$ cat config.mk
export PLATFORM = sky130hd
export DESIGN_NAME = prim_fifo_n
export DESIGN_NICKNAME = d
export VERILOG_FILES = /design/src/rtl/prim_fifo_n.sv
export SDC_FILE = /design/constraint.sdc
export NUM_CORES = 1
export LEC_CHECK = 0
export ABC_AREA = 1
export BUFFER_PORTS_ARGS = -buffer_cell sky130_fd_sc_hd__buf_2
export CORE_MARGIN = 1.5
export CORE_UTILIZATION = 45
export DETAILED_ROUTE_END_ITERATION = 8
export PLACE_DENSITY = 0.67
export SYNTH_ARGS = -nofsm -noshare
export SYNTH_HDL_FRONTEND = slang
export SYNTH_SLANG_ARGS = --single-unit
$ cat constraint.sdc
create_clock -name clk -period 3.8 [get_ports clk]
set_clock_uncertainty 0.15 [all_clocks]
set_input_delay 0.76 -clock clk [delete_from_list [all_inputs] [get_ports clk]]
set_output_delay 0.76 -clock clk [all_outputs]
set_load 0.02 [all_outputs]
$ cat src/rtl/prim_fifo_n.sv
// prim_fifo_n: synchronous FIFO with registered upstream ready, downstream stall,
// flush, occupancy count and an almost-full flag. Works for any DEPTH >= 2,
// including non-power-of-two depths.
//
// Ports:
//   clk       sole clock, rising edge
//   reset     synchronous, active-high reset (control state only)
//   urdy_o    upstream ready, registered: high while occupancy < DEPTH
//   uvld_i    upstream valid
//   udat_i    upstream payload
//   dstall_i  downstream stall, masks dvld_o and so blocks every downstream beat
//   drdy_i    downstream ready
//   dvld_o    downstream valid: occupancy != 0 and not stalled
//   ddat_o    head (oldest) entry
//   flush_i   discard all stored entries on the next edge
//   count_o   current occupancy
//   afull_o   registered flag, high while count_o >= AFULL_LEVEL
module prim_fifo_n #(
  parameter int WIDTH       = 32,
  parameter int DEPTH       = 4,
  parameter int AFULL_LEVEL = DEPTH - 1
) (
  input  logic                       clk,
  input  logic                       reset,
  output logic                       urdy_o,
  input  logic                       uvld_i,
  input  logic [WIDTH-1:0]           udat_i,
  input  logic                       dstall_i,
  input  logic                       drdy_i,
  output logic                       dvld_o,
  output logic [WIDTH-1:0]           ddat_o,
  input  logic                       flush_i,
  output logic [$clog2(DEPTH+1)-1:0] count_o,
  output logic                       afull_o
);

  localparam int CW = $clog2(DEPTH + 1);
  localparam int PW = $clog2(DEPTH);
  localparam logic [CW-1:0] DEPTH_C = CW'(DEPTH);
  localparam logic [CW-1:0] AFULL_C = CW'(AFULL_LEVEL);
  localparam logic [PW-1:0] LAST_P  = PW'(DEPTH - 1);

  logic [WIDTH-1:0] mem [DEPTH];
  logic [PW-1:0]    wr_ptr, rd_ptr;
  logic [CW-1:0]    count_q, count_nxt;
  logic             urdy_q, afull_q;
  logic             ubeat, dbeat;

  // Explicit wrap so non-power-of-two depths never address past the last slot.
  function automatic logic [PW-1:0] ptr_inc(input logic [PW-1:0] p);
    return (p == LAST_P) ? '0 : p + PW'(1);
  endfunction

  assign ubeat   = urdy_q & uvld_i;
  assign dvld_o  = (count_q != '0) & ~dstall_i;
  assign dbeat   = dvld_o & drdy_i;
  assign ddat_o  = mem[rd_ptr];
  assign urdy_o  = urdy_q;
  assign afull_o = afull_q;
  assign count_o = count_q;

  always_comb begin
    count_nxt = count_q;
    if (flush_i) begin
      count_nxt = '0;
    end else if (ubeat && !dbeat) begin
      count_nxt = count_q + CW'(1);
    end else if (dbeat && !ubeat) begin
      count_nxt = count_q - CW'(1);
    end
  end

  // Control stage: ready and almost-full are derived from the next occupancy so
  // they are registered yet always agree with count_o. A dbeat while full
  // therefore frees the slot only in the following cycle.
  always_ff @(posedge clk) begin
    if (reset) begin
      count_q <= '0;
      wr_ptr  <= '0;
      rd_ptr  <= '0;
      urdy_q  <= 1'b1;
      afull_q <= 1'b0;
    end else begin
      count_q <= count_nxt;
      urdy_q  <= (count_nxt < DEPTH_C);
      afull_q <= (count_nxt >= AFULL_C);
      if (flush_i) begin
        wr_ptr <= '0;
        rd_ptr <= '0;
      end else begin
        if (ubeat) wr_ptr <= ptr_inc(wr_ptr);
        if (dbeat) rd_ptr <= ptr_inc(rd_ptr);
      end
    end
  end

  // Data stage: storage is not reset; stale slots are unreachable once the
  // pointers and count are cleared.
  always_ff @(posedge clk) begin
    if (ubeat) mem[wr_ptr] <= udat_i;
  end

endmodule
==> metrics, run 1 <==
area added between synthesis and finish=22.0%; Setup Buffers After CTS=0; post-synthesis sequential area ratio=76.6%; Syn Nets=430; LEAKAGE=2.39 nW; GR Layer Usage met2=27.7%; most common cell after layout, fill and taps aside=edfxtp_1; die width=112 um; GP Congestion=0.736; DP Wirelength=6280 um; CTS max path bufs=2; H-tree depth=4; worst reg2reg setup slack=1.81 ns; layout cell share with drive strength beyond 1=26.3%; CTS tree=built; Arr. time, crit path=2.07 ns; CTS Hold Bufs=0; post-DR wirelength/cell=17.0 um; multi-input logic area=1120 um2; largest net degree at the start of global routing=65; Final Core Density=56.4%; Final setup viols=0; Syn. warnings=0; GRT busiest layer=met2; Mapped Area=5300 um2; syn_area_per_cell=13.8 um2; Final Hold Viols=0; drc violations=0; TNS Setup=0 ns; PortBufs=75; DR vias/cell=5.30; hold path depth=2; fmax=336 MHz; Distinct cells, synth=26; # fillers=906; Die Y=112 um; CP Capture Type=output pin; Tightest Pin Transition=0.966 ns; worst skew pair latency=0.41 ns; initial antenna violation count=0; pwr dens=561 nW/um2; post-route clock period utilization=78.4%; post-CTS sizing=0; GRT overflow=0; Max-Cap Viols=0; top cell type's share of synthesized area=72.5%; nets@finish=512; DR iter-0 viols=195; Initial DRT Pass Iterations=6; Max-slew headroom=35.5%; starting density of the core=46.3%; Fin Hold WS=0.348 ns; first-pass GRT wire length=17000 um; status=completed; TritonCTS Sinks=139; most frequent cells in the layout=128 x edfxtp_1, 75 x buf_2, 69 x nor2_1; core footprint=11500 um2; Die Footprint=12400 um2; critical path type=flip-flop to output pin; crit start category=flip-flop; Slew Limit Fails=0; vias in the first global route=3285; Detail Route Antenna Nets=0; VDD IR max=298 uV; Ports=76; CTS Buf Count=17; sequential cell area=4070 um2; diode count=0; Gate Count Post-Synth=384; top cell type by total area after synthesis=edfxtp_1; met1 usage=24.4%; Area contributors post-synth=edfxtp_1 72%, o21ai_0 6.0%, nor2_1 5.2%, dfxtp_1 4.2%, o22ai_1 3.8%; crit-path max FO=64; CTS clk-pin slew, worst paths=0.05 ns; WL final=10600 um; data required time of the worst path=2.89 ns; FP Rows=39; CTS root buffer=clkbuf_16; synthesized flop and latch total=139; cells on worst reg2reg path=3; global-route usage over all layers=18.2%; routed vias=3295; post-route minimum period=2.98 ns; unrepaired setup endpoints after global routing=no; worst min-delay path category=flip-flop to flip-flop; met3 GRT Util=5.55%
[flip-flops by register name (all words and copies together), names as in the netlist, named ones only]
signal / flops
afull_o: 1
urdy_o: 1
rd_ptr: 2
mem: 128
wr_ptr: 2
count_o: 3
[kinds of logic (layout without fill, tap and decap cells)]
logic type      count (synthesis)  count (layout)  share of synthesized area [%]
buf+inv                        37             132                           2.81
simple gates                   95              95                           7.76
fa+ha+maj                       8               8                           1.89
compound gates                104             104                           10.8
flops                         139             139                           76.6
xor+xnor                        1               1                          0.165
[layout make-up]
class                      instances  share of cell area [%]
clock inverter                    14                    2.73
inverter                          17                   0.986
timing repair buffer              83                    6.73
tap                              143                    2.77
multi-input combinational        208                    17.3
sequential                       139                    62.8
clock buffer                      18                    6.63
[through the flow]
step                      power, mW  setup WS [ns]  std cells  cell area (um2)
after floorplan                1.89          0.868        384             5300
after global placement         1.97           1.26        590             5860
after detailed placement       1.98           1.23        590             5860
after CTS                      3.66          0.775        622             6470
after global routing           3.75          0.593        622             6470
final                          3.63          0.822        622             6470
[routing by layer]
layer | vias up | wire length [um]
li1 | 1585 | -
met1 | 1604 | 4830
met2 | 93 | 5090
met3 | 13 | 483
met4 | 0 | 148
met5 | - | 0
[synthesized netlist by cell type (all sizes together)]
library cell,number
nand3b,1
inv,17
xor2,1
a21oi,5
dfxtp,11
clkbuf,11
nand3,6
or3,1
ha,8
a211oi,1
nor2,73
o21ai,66
nand2,11
o22ai,32
nand4,3
buf,9
edfxtp,128
[power breakdown]
group,internal (mW),switching (mW)
clock network,1.09,0.597
registers,1.72,0.0126
logic,0.0661,0.145
total,2.88,0.754
[worst max-delay path, cell delays in order, from the launching register on]
cell and delay (ns):
dfxtp_2 0.32, inv_2 0.69, o21ai_0 0.25, o22ai_1 0.18, buf_2 0.19
[path summary, 6_finish.rpt]
kind                                from             endpoint
hold reg to reg   rd_ptr[0]$_SDFFE_PP0N_            flip-flop
setup / recovery               flip-flop           ddat_o[31]
hold / removal    rd_ptr[0]$_SDFFE_PP0N_            flip-flop
setup reg to reg       urdy_o$_SDFF_PP1_  mem[1][5]$_DFFE_PP_
Power figures use the tool's default switching activity.
==> run 2, diff against run 1 <==
- PLACE_DENSITY: 0.67 -> 0.7
- clock period: 3.8 -> 2.7 ns (I/O delays scaled with it)
==> metrics, run 2 (same netlist as run 1, synthesis figures left out) <==
Final setup viols=0 (unchanged); worst skew pair latency=0.40 ns (was 0.41 ns); DR vias/cell=5.27 (was 5.30); Initial DRT Pass Iterations=4 (was 6); first-pass GRT wire length=16700 um (was 17000 um); die width=112 um (unchanged); data required time of the worst path=2.01 ns (was 2.89 ns); critical path type=flip-flop to output pin (unchanged); worst min-delay path category=input port to flip-flop (was flip-flop to flip-flop); CTS Hold Bufs=0 (unchanged); Max-Cap Viols=0 (unchanged); DP Wirelength=6260 um (was 6280 um); initial antenna violation count=1 (was 0); vias in the first global route=3338 (was 3285); switch share=20.2% (was 20.8%); status=completed (unchanged); crit start category=flip-flop (unchanged); combinational fraction of design power=6.0% (was 5.8%); Setup Buffers After CTS=0 (unchanged); drc violations=0 (unchanged); P_sw=1.03 mW (was 0.754 mW); most frequent cells in the layout=128 x edfxtp_1, 75 x buf_2, 69 x nor2_1 (unchanged); starting density of the core=46.3% (unchanged); CTS Buf Count=17 (unchanged); area added between synthesis and finish=23.8% (was 22.0%); post-DR wirelength/cell=16.4 um (was 17.0 um); Die Y=112 um (unchanged); Clock power frac=46.0% (was 46.4%); fmax=398 MHz; Top reg by flops=mem (unchanged); FP Rows=39 (unchanged); VDD IR max=595 uV (was 298 uV); crit-path max FO=18 (was 64); largest net degree at the start of global routing=35 (was 65); DR iter-0 viols=237 (was 195); routed vias=3310 (was 3295); Final Hold Viols=0 (unchanged); peak per-stage delay on the critical path=0.42 ns (was 0.69 ns); CTS root buffer=clkbuf_16 (unchanged); Ports=76 (unchanged); CP Buf/Inv Count=3 (was 2); LEAKAGE=2.42 nW (was 2.39 nW); core footprint=11500 um2 (unchanged); post-route minimum period=2.51 ns; Arr. time, crit path=1.82 ns (was 2.07 ns); PortBufs=75 (unchanged); TritonCTS Sinks=139 (unchanged); nets@finish=517 (was 512); Worst R2R Start=urdy_o$_SDFF_PP1_ (unchanged); Worst Min Path Start=udat_i[21] (was rd_ptr[0]$_SDFFE_PP0N_); Max-slew headroom=62.2% (was 35.5%); CTS max path bufs=2 (unchanged); GP Congestion=0.771 (was 0.736); CTS clk-pin slew, worst paths=0.06 ns (was 0.05 ns); Die Footprint=12400 um2 (unchanged); Tightest Pin Transition=0.567 ns (was 0.966 ns); Final Core Density=57.2% (was 56.4%); unrepaired setup endpoints after global routing=no (unchanged); pwr dens=775 nW/um2 (was 561 nW/um2); CTS tree=built (unchanged); crit path max-delay cell type=inv_1 (was inv_2); final cell count without fillers=628 (was 622); GRT overflow=0 (unchanged); H-tree depth=4 (unchanged); # fillers=939 (was 906); delay-heaviest family, CP=buffers and inverters (unchanged); Int Pwr=4.06 mW (was 2.88 mW); layout cell share with drive strength beyond 1=27.1% (was 26.3%); sequential share of power=48.0% (was 47.8%); Detail Route Antenna Nets=0 (unchanged); Slew Limit Fails=0 (unchanged); placed cell count=595 (was 590); CP Cell Sequence=inv_1 -> buf_4 -> o21ai_0 -> o22ai_1 -> buf_2 (was inv_2 -> o21ai_0 -> o22ai_1 -> buf_2); most common cell after layout, fill and taps aside=edfxtp_1 (unchanged); post-route clock period utilization=93.0%; global-route usage over all layers=17.5% (was 18.2%); max reg flops=128 (unchanged); WL final=10300 um (was 10600 um); CP Capture Type=output pin (unchanged)
-- run 2: area by class of cell --
class / instances / area [um2] / area share, %
multi-input combinational: 208 / 1120 / 17.1
inverter: 17 / 65.1 / 0.991
clock buffer: 19 / 433 / 6.60
antenna: 1 / 2.50 / 0.0381
tap: 143 / 179 / 2.73
sequential: 139 / 4070 / 61.9
timing repair buffer: 88 / 523 / 7.97
clock inverter: 13 / 175 / 2.67
-- run 2: repair_timing --
action | in CTS | in global routing
setup endpoints to repair | 0 | 1
resized for setup | 0 | 1
hold endpoints to repair | 0 | 0
-- run 2: routing by layer --
layer | wire length [um] | global-route usage (%)
met1 | 4300 | 21.1
met4 | 199 | 6.75
met3 | 517 | 5.17
met2 | 5300 | 30.0
met5 | 0 | 0
-- run 2: per-stage QoR --
step	setup TNS, ns	total power [mW]	hold slack [ns]	setup WS (ns)	instance area [um2]
after floorplan	-1.53	2.65	0.312	-0.0120	5300
after global placement	0	2.79	0.331	0.598	5950
after detailed placement	0	2.80	0.336	0.543	5950
after CTS	0	5.13	0.184	0.104	6560
after global routing	0	5.25	0.181	0.0212	6560
final	0	5.09	0.196	0.189	6560
-- run 2: power by group through the flow --
stage	Combinational (mW)	Clock [mW]	Sequential [mW]
6_report	0.305	2.34	2.44
2_1_floorplan	0.163	0	2.49
3_5_place_dp	0.309	0	2.49
4_1_cts	0.311	2.38	2.44
5_1_grt	0.335	2.47	2.45
3_3_place_gp	0.304	0	2.48
-- run 2: path summary, 6_finish.rpt --
kind | end | slack (ns) | depth (start not counted)
worst min-delay path | mem[3][21]$_DFFE_PP_ | 0.20 | 1
worst max register to register | mem[1][3]$_DFFE_PP_ | 0.98 | 3
worst max-delay path | ddat_o[6] | 0.19 | 5
worst min register to register | flip-flop | 0.34 | 2
-- run 2: worst register-to-register path, cell delays in order (launching register included) --
cell	delay, ns
dfxtp_1	0.32
nand2_1	0.26
nor2_4	0.43
buf_12	0.24
==> run 3, diff against run 2 <==
- PLACE_DENSITY: 0.7 -> 0.78
==> metrics, run 3 (same netlist as run 1, synthesis figures left out) <==
DP Wirelength=6600 um (was 6260 um); Top reg by flops=mem (unchanged); worst skew pair latency=0.40 ns (about the same); routed vias=3312 (was 3310); Place WS=0.664 ns (was 0.543 ns); initial antenna violation count=0 (was 1); final worst slack=0.233 ns (was 0.189 ns); Tightest Pin Transition=0.422 ns (was 0.567 ns); pwr dens=755 nW/um2 (was 775 nW/um2); post-route clock period utilization=91.4% (was 93.0%); VDD IR max=466 uV (was 595 uV); post-DR wirelength/cell=16.8 um (was 16.4 um); TNS Setup=0 ns (unchanged); LEAKAGE=2.41 nW (was 2.42 nW); GRT overflow=0 (unchanged); Arr. time, crit path=1.78 ns (was 1.82 ns); CTS root buffer=clkbuf_16 (unchanged); CP Capture Type=output pin (unchanged); critical path type=flip-flop to output pin (unchanged); Final setup viols=0 (unchanged); fmax=405 MHz (was 398 MHz); area added between synthesis and finish=22.8% (was 23.8%); CTS clk-pin slew, worst paths=0.06 ns (about the same); layout cell share with drive strength beyond 1=27.8% (was 27.1%); H-tree depth=4 (unchanged); WL final=10600 um (was 10300 um); Die Y=112 um (unchanged); nets@finish=519 (was 517); CTS Hold Bufs=0 (unchanged); data required time of the worst path=2.01 ns (about the same); vias in the first global route=3336 (was 3338); Final Hold Viols=0 (unchanged); Final Core Density=56.8% (was 57.2%); global-route usage over all layers=18.2% (was 17.5%); CTS max path bufs=2 (unchanged); TritonCTS Sinks=139 (unchanged); post-route minimum period=2.47 ns (was 2.51 ns); worst min-delay path category=input port to flip-flop (unchanged); core footprint=11500 um2 (unchanged); Placed Area=5940 um2 (was 5950 um2); starting density of the core=46.3% (unchanged); most common cell after layout, fill and taps aside=edfxtp_1 (unchanged); CTS Buf Count=17 (unchanged); largest net degree at the start of global routing=41 (was 35); Initial DRT Pass Iterations=4 (unchanged); crit start category=flip-flop (unchanged); Max-slew headroom=71.8% (was 62.2%); die width=112 um (unchanged); drc violations=0 (unchanged); GP Congestion=0.733 (was 0.771); PortBufs=75 (unchanged); most frequent cells in the layout=128 x edfxtp_1, 75 x buf_2, 69 x nor2_1 (unchanged); Slew Limit Fails=0 (unchanged); Max-Cap Viols=0 (unchanged); unrepaired setup endpoints after global routing=no (unchanged); fin area=6510 um2 (was 6560 um2); Detail Route Antenna Nets=0 (unchanged); FP Rows=39 (unchanged); max reg flops=128 (unchanged); DR iter-0 viols=260 (was 237); Setup Buffers After CTS=0 (unchanged); status=completed (unchanged); DR vias/cell=5.27 (about the same); crit-path max FO=40 (was 18); Ports=76 (unchanged); diode count=0 (was 1); Die Footprint=12400 um2 (unchanged); Total Power=4.91 mW (was 5.09 mW); CTS tree=built (unchanged); first-pass GRT wire length=17200 um (was 16700 um); post-CTS sizing=0 (unchanged)
run 3: final timing paths:
path	slack [ns]	from	depth (start not counted)	end
worst max-delay path	0.23	flip-flop	4	ddat_o[24]
worst min-delay path	0.20	udat_i[22]	1	mem[0][22]$_DFFE_PP_
worst max register to register	1.09	urdy_o$_SDFF_PP1_	3	mem[1][12]$_DFFE_PP_
worst min register to register	0.34	rd_ptr[1]$_SDFFE_PP0N_	2	flip-flop
run 3: area by class of cell:
| cell class | instances | area [um2] |
|---|---|---|
| fill | 920 | 4960 |
| sequential | 139 | 4070 |
| clock buffer | 17 | 425 |
| multi-input combinational | 208 | 1120 |
| clock inverter | 15 | 144 |
| tap | 143 | 179 |
| timing repair buffer | 90 | 513 |
| inverter | 17 | 63.8 |
run 3: power by group:
part           leakage (nW)  internal (mW)  switching, mW  total [mW]
combinational         0.871         0.0991          0.205       0.305
clock                 0.273           1.28          0.885        2.17
sequential             1.26           2.42         0.0190        2.44
run 3: worst max-delay path, stage by stage (launching register included):
cell and delay [ns]:
dfxtp_2 0.34, buf_4 0.38, o21ai_0 0.20, o22ai_1 0.23
buf_2 0.21
run 3: metrics by stage:
stage               hold WS [ns]  std cells
floorplan                  0.312        384
global placement           0.332        597
detailed placement         0.333        597
CTS                        0.179        629
global route               0.177        629
finish                     0.198        629
run 3: metal layers:
| layer | GRT usage [%] | wire (um) | up-vias |
|---|---|---|---|
| li1 | - | - | 1598 |
| met1 | 23.6 | 4640 | 1593 |
| met2 | 29.9 | 5180 | 112 |
| met3 | 5.28 | 651 | 9 |
| met4 | 5.57 | 95 | 0 |
| met5 | 0 | 0 | - |
